File: src/rtl/fore_box_overlay.sv
// Overlays up to NUM_BOXES foreground bounding boxes onto the VGA pixel stream.
// Optional interior tint is built when FORE_OVERLAY_FILL_EN is defined.
module fore_box_overlay #(
  parameter int unsigned NUM_BOXES   = 15,
  parameter int unsigned COORD_SHIFT = 2,
  parameter int unsigned BORDER      = 2,
  parameter logic [9:0]  BOX_R       = 10'h3FF,
  parameter logic [9:0]  BOX_G       = 10'h000,
  parameter logic [9:0]  BOX_B       = 10'h000
) (
  input  logic        i_vga_clk,
  input  logic        i_rst,
  input  logic [7:0]  i_fore,
  input  logic        i_fore_valid,
  input  logic        i_clear,
  input  logic [9:0]  i_red,
  input  logic [9:0]  i_green,
  input  logic [9:0]  i_blue,
  input  logic [12:0] i_horizon,
  input  logic [12:0] i_vertical,
  input  logic        i_valid,
  output logic [9:0]  o_red,
  output logic [9:0]  o_green,
  output logic [9:0]  o_blue,
  output logic        o_valid,
  output logic [3:0]  o_box_count,
  output logic        o_loaded
);

  localparam int unsigned NBYTES = 4 * NUM_BOXES;
  localparam int unsigned CNT_W  = $clog2(NBYTES);

  logic [CNT_W-1:0]     r_cnt;
  logic                 r_pending;
  logic [7:0]           r_sh [NUM_BOXES][4];
  logic [7:0]           r_ac [NUM_BOXES][4];
  logic [7:0]           w_tab [NUM_BOXES][4];
  logic [NUM_BOXES-1:0] r_ac_valid;
  logic [NUM_BOXES-1:0] w_sh_valid;
  logic [NUM_BOXES-1:0] w_tab_valid;
  logic [3:0]           w_sh_count;
  logic [3:0]           r_box_count;
  logic                 r_loaded;
  logic                 w_last;
  logic                 w_frame_start;
  logic                 w_swap;
  logic                 w_border;
`ifdef FORE_OVERLAY_FILL_EN
  logic                 w_inside;
`endif
  logic [9:0]           r_red, r_green, r_blue;
  logic                 r_valid;

  function automatic logic [12:0] lo_edge(input logic [7:0] b);
    return 13'({b, {COORD_SHIFT{1'b0}}});
  endfunction

  function automatic logic [12:0] hi_edge(input logic [7:0] b);
    return 13'({b, {COORD_SHIFT{1'b1}}});
  endfunction

  function automatic logic in_box(input logic [7:0] x1, y1, x2, y2,
                                  input logic [12:0] h, v);
    return (h >= lo_edge(x1)) && (h <= hi_edge(x2)) &&
           (v >= lo_edge(y1)) && (v <= hi_edge(y2));
  endfunction

  function automatic logic edge_hit(input logic [7:0] x1, y1, x2, y2,
                                    input logic [12:0] h, v);
    return in_box(x1, y1, x2, y2, h, v) &&
           (((h - lo_edge(x1)) < 13'(BORDER)) || ((hi_edge(x2) - h) < 13'(BORDER)) ||
            ((v - lo_edge(y1)) < 13'(BORDER)) || ((hi_edge(y2) - v) < 13'(BORDER)));
  endfunction

  assign w_last        = i_fore_valid && (r_cnt == CNT_W'(NBYTES - 1));
  assign w_frame_start = i_valid && (i_horizon == 13'd0) && (i_vertical == 13'd0);
  // r_pending is the registered commit, so a commit on the frame-start cycle waits a frame
  assign w_swap        = w_frame_start && r_pending && !i_clear;

  // Shadow validity and popcount
  always_comb begin
    w_sh_count = 4'd0;
    for (int i = 0; i < NUM_BOXES; i++) begin
      w_sh_valid[i] = (r_sh[i][2] >= r_sh[i][0]) && (r_sh[i][3] >= r_sh[i][1]) &&
                      (|{r_sh[i][0], r_sh[i][1], r_sh[i][2], r_sh[i][3]});
      w_sh_count    = w_sh_count + 4'(w_sh_valid[i]);
    end
  end

  // The frame-start pixel that triggers a swap already sees the new table
  always_comb begin
    w_tab_valid = w_swap ? w_sh_valid : r_ac_valid;
    for (int i = 0; i < NUM_BOXES; i++) begin
      for (int f = 0; f < 4; f++) begin
        w_tab[i][f] = w_swap ? r_sh[i][f] : r_ac[i][f];
      end
    end
  end

  always_comb begin
    w_border = 1'b0;
`ifdef FORE_OVERLAY_FILL_EN
    w_inside = 1'b0;
`endif
    for (int i = 0; i < NUM_BOXES; i++) begin
      if (i_valid && w_tab_valid[i]) begin
        w_border = w_border | edge_hit(w_tab[i][0], w_tab[i][1], w_tab[i][2], w_tab[i][3],
                                       i_horizon, i_vertical);
`ifdef FORE_OVERLAY_FILL_EN
        w_inside = w_inside | in_box(w_tab[i][0], w_tab[i][1], w_tab[i][2], w_tab[i][3],
                                     i_horizon, i_vertical);
`endif
      end
    end
  end

  // Shadow/active coordinates need no reset; only validity is tracked
  always_ff @(posedge i_vga_clk) begin
    if (i_fore_valid && !i_clear) begin
      r_sh[r_cnt[CNT_W-1:2]][r_cnt[1:0]] <= i_fore;
    end
    if (w_swap) begin
      r_ac <= r_sh;
    end
  end

  always_ff @(posedge i_vga_clk or posedge i_rst) begin
    if (i_rst) begin
      r_cnt       <= '0;
      r_pending   <= 1'b0;
      r_ac_valid  <= '0;
      r_box_count <= 4'd0;
      r_loaded    <= 1'b0;
    end else if (i_clear) begin
      r_cnt       <= '0;
      r_pending   <= 1'b0;
      r_ac_valid  <= '0;
      r_box_count <= 4'd0;
    end else begin
      if (i_fore_valid) begin
        r_cnt <= w_last ? '0 : r_cnt + CNT_W'(1);
      end
      if (w_swap) begin
        r_pending   <= 1'b0;
        r_ac_valid  <= w_sh_valid;
        r_box_count <= w_sh_count;
        r_loaded    <= 1'b1;
      end
      if (w_last) begin
        r_pending <= 1'b1;
      end
    end
  end

  always_ff @(posedge i_vga_clk or posedge i_rst) begin
    if (i_rst) begin
      r_red   <= 10'd0;
      r_green <= 10'd0;
      r_blue  <= 10'd0;
      r_valid <= 1'b0;
    end else begin
      r_valid <= i_valid;
      if (w_border) begin
        r_red   <= BOX_R;
        r_green <= BOX_G;
        r_blue  <= BOX_B;
`ifdef FORE_OVERLAY_FILL_EN
      end else if (w_inside) begin
        r_red   <= 10'((i_red   >> 1) + (BOX_R >> 1));
        r_green <= 10'((i_green >> 1) + (BOX_G >> 1));
        r_blue  <= 10'((i_blue  >> 1) + (BOX_B >> 1));
`endif
      end else begin
        r_red   <= i_red;
        r_green <= i_green;
        r_blue  <= i_blue;
      end
    end
  end

  assign o_red       = r_red;
  assign o_green     = r_green;
  assign o_blue      = r_blue;
  assign o_valid     = r_valid;
  assign o_box_count = r_box_count;
  assign o_loaded    = r_loaded;

endmodule

File: config.mk
export PLATFORM = sky130hd
export DESIGN_NAME = fore_box_overlay
export DESIGN_NICKNAME = d
export VERILOG_FILES = /design/src/rtl/fore_box_overlay.sv
export SDC_FILE = /design/constraint.sdc
export NUM_CORES = 2
export LEC_CHECK = 0
export CAP_MARGIN = 20
export CORE_MARGIN = 2
export CORE_UTILIZATION = 60
export CTS_CLUSTER_DIAMETER = 60
export DETAILED_ROUTE_END_ITERATION = 7
export PLACE_DENSITY = 0.82
export SLEW_MARGIN = 20
export SYNTH_ARGS = -nofsm -noshare
export SYNTH_HDL_FRONTEND = slang
export SYNTH_SLANG_ARGS = --single-unit
File: constraint.sdc
create_clock -name i_vga_clk -period 15.6 [get_ports i_vga_clk]
set_input_delay 3.9 -clock i_vga_clk [delete_from_list [all_inputs] [get_ports i_vga_clk]]
set_output_delay 3.9 -clock i_vga_clk [all_outputs]
set_load 0.1 [all_outputs]
==> impl_metrics.toml <==
[synthesis]
synth_edf_count = 960
ys_top_cells_by_area = "edfxtp_1 42%, ha_1 13%, nand2_1 5.7%"
synth.avg_cell_area_sq_um = 9.68
synthArstFlopShare = 0.0570
syn_nets = 7946
yosysMostFrequentCell = "nand2_1"
synthDistinctLibCells = 88
ys_seq_area_frac = 0.442
ys_warn_count = 0
syn_area_sq_um = 68500
synth_top_area_share = 0.421
ys.flop_type = "edfxtp_1"
ys_ff_latch = 1018
postSynthCellCount = 7081
synth_common_cells = "1047 x nand2_1, 960 x edfxtp_1, 726 x ha_1"
synth_largest_area_cell = "edfxtp_1"

[final_layout]
layout-drive-gt1-share = 0.0542
final_area_sq_um = 75500
final_core_util = 0.670
layoutNonFillerInstCount = 8831
syn_to_final_growth_pct = 10.3
layout.nets = 8089
fillers = 8596

[status]
violations = "design-rule violations"
outcome = "complete, but fails checks"

[sta]
finalClockSkew_ps = 32.7
rsz0062_at_grt = "false"
worst_pin_slew_ps = 1310
slew_headroom = 0.123
clock.fmax_mhz = 86.3
hold_viol_final = 0
period_share = 0.743
final-setup-viol-count = 0
setup_tns_ps = 0
fin_crit_ps = 11590
slew_viol_final = 0

[pwr]
power_mw = 6.59
irDropWorstVdd_mv = 0.115
p_leak_nw = 30.0
powerDensity_nw_per_um2 = 87.3

[global_route]
grt_max_degree = 134
overflow = 0
grt_pass1_wl_um = 356000
grt_pass1_vias = 56400
track_usage = 0.412
antenna_found_initial = 32

[floorplan]
rows = 123
core_area_sq_um = 113000
start_util = 0.607
die_h_um = 342
die_w_um = 342
dieArea_sq_um = 117000
pin_count = 105

[placement]
portBuffers = 104
hpwl_um = 165000
place_area_sq_um = 71500
gp_congestion = 1.02
placedCellCount = 8608

[critical_path]
worst-setup-path-type = "input port to register"
cp_max_fo = 126
cpMaxStageDelayCell = "o2111a_1"
end_kind = "register"
startpoint_type = "input port"
cpPeakStageDelay_ps = 930
crit_chain = "clkdlybuf4s50_1, buf_4, nor2_1, nand2_1, nor4_2, nand2b_4, buf_12, a21oi_1, ha_1, inv_1, fa_1, a21o_1, a21oi_1, nor2_1, a2111oi_0, mux2i_1, nor4_1, o41ai_1, o221a_1, o2111a_1, and3_1"
worstPathRequired_ps = 16250
critPathArrivalTime_ps = 12240

[run]
drv_cap = 0

[cts]
cts_max_level = 3
tritoncts = "done"
numCtsBuffers = 113
clock_latency_ps = 740
postCtsSetupBuffers = 0
clkSinkCount = 1018
cts_root_buffer = "clkbuf_16"
cts.path.max_buffers = 3
clkTransAtPathRegs_ps = 70
post_cts_resized = 0
holdBufCountCts = 0

[drt]
wl_per_cell_um = 28.0
vias = 60400
drt-pass1-iter-count = 8
viasPerCell = 6.84
drc = 3
drt_iter0_markers = 8951
wl_um = 247000
ant_nets = 0

[hold_path]
min_path_type = "register to register"
[state kept, by name, indices dropped and copies added (netlist names), 4 cells and up]
name and flops:
r_sh 480, o_green 10, r_cnt 6, o_red 10, r_ac_valid 15, r_ac 480
o_blue 10, o_box_count 4
[final timing paths]
check	startpoint	to	slack, ps	cells past startpoint
worst max register to register	r_pending	o_green[6]	7970	19
worst min-delay path	r_sh[278]	r_ac[278]	460	0
max in group asynchronous	i_rst	r_ac_valid[8]	11060	3
min in group asynchronous	i_rst	o_green[0]	3830	3
worst min register to register	r_sh[278]	r_ac[278]	460	0
worst max-delay path	i_horizon[1]	o_green[6]	4010	21
[per-layer routing]
metal / track usage / vias to the layer above / part of all wire
met4: 0.303 / 32 / 0.084
met5: 0 / - / 0.00083
met3: 0.115 / 1108 / 0.14
met2: 0.593 / 4395 / 0.42
met1: 0.532 / 28300 / 0.35
li1: - / 26500 / -
[critical path: cells and delay by family]
kind                       cells  cell delay [ps]
buffers and inverters          4             1140
AOI/OAI and AO/OA              7             3390
adders and majority gates      2              610
muxes                          1              240
and+or+nand+nor                7             2740
[power by group]
part	internal, mW	switching, mW
clock	1.64	1.21
combinational	0.240	0.524
sequential	2.97	0.00368
[logic make-up after synthesis]
kind of cell               after synthesis  share of synthesized area
xor gates and xnor gates               185                     0.0236
buffers and inverters                  663                     0.0369
adders and majority gates              796                      0.153
muxes                                   61                    0.00919
and+or+nand+nor                       2682                      0.183
DFF                                   1018                      0.442
AOI/OAI and AO/OA                     1676                      0.152
[stage by stage]
step	hold WS (ps)	setup WS, ps
CTS	463	4410
global route	472	3810
floorplan	450	4720
finish	460	4010
global placement	452	3610
detailed placement	458	3710
[area by class of cell]
type	instances	area, sq um	share of cell area
Antenna cell	12	30.0	0.000398
Clock buffer	125	2920	0.0386
Sequential cell	1018	30300	0.401
Clock inverter	85	1010	0.0134
Timing Repair Buffer	218	1860	0.0246
Multi-Input combinational cell	5400	35800	0.474
Inverter	473	1780	0.0235
Tap cell	1500	1880	0.0248
[placed cells by master, fill, tap and decap left out, types with 116 or more instances in the layout]
master,n
inv_1,468
nor3_1,124
o21ai_0,322
nor4_1,191
nand3_1,123
nand2_1,1045
ha_1,726
nand4_1,163
nand2b_1,116
nor2_1,597
a21oi_1,640
edfxtp_1,960
Note: power is estimated with default switching activity, not from simulation.
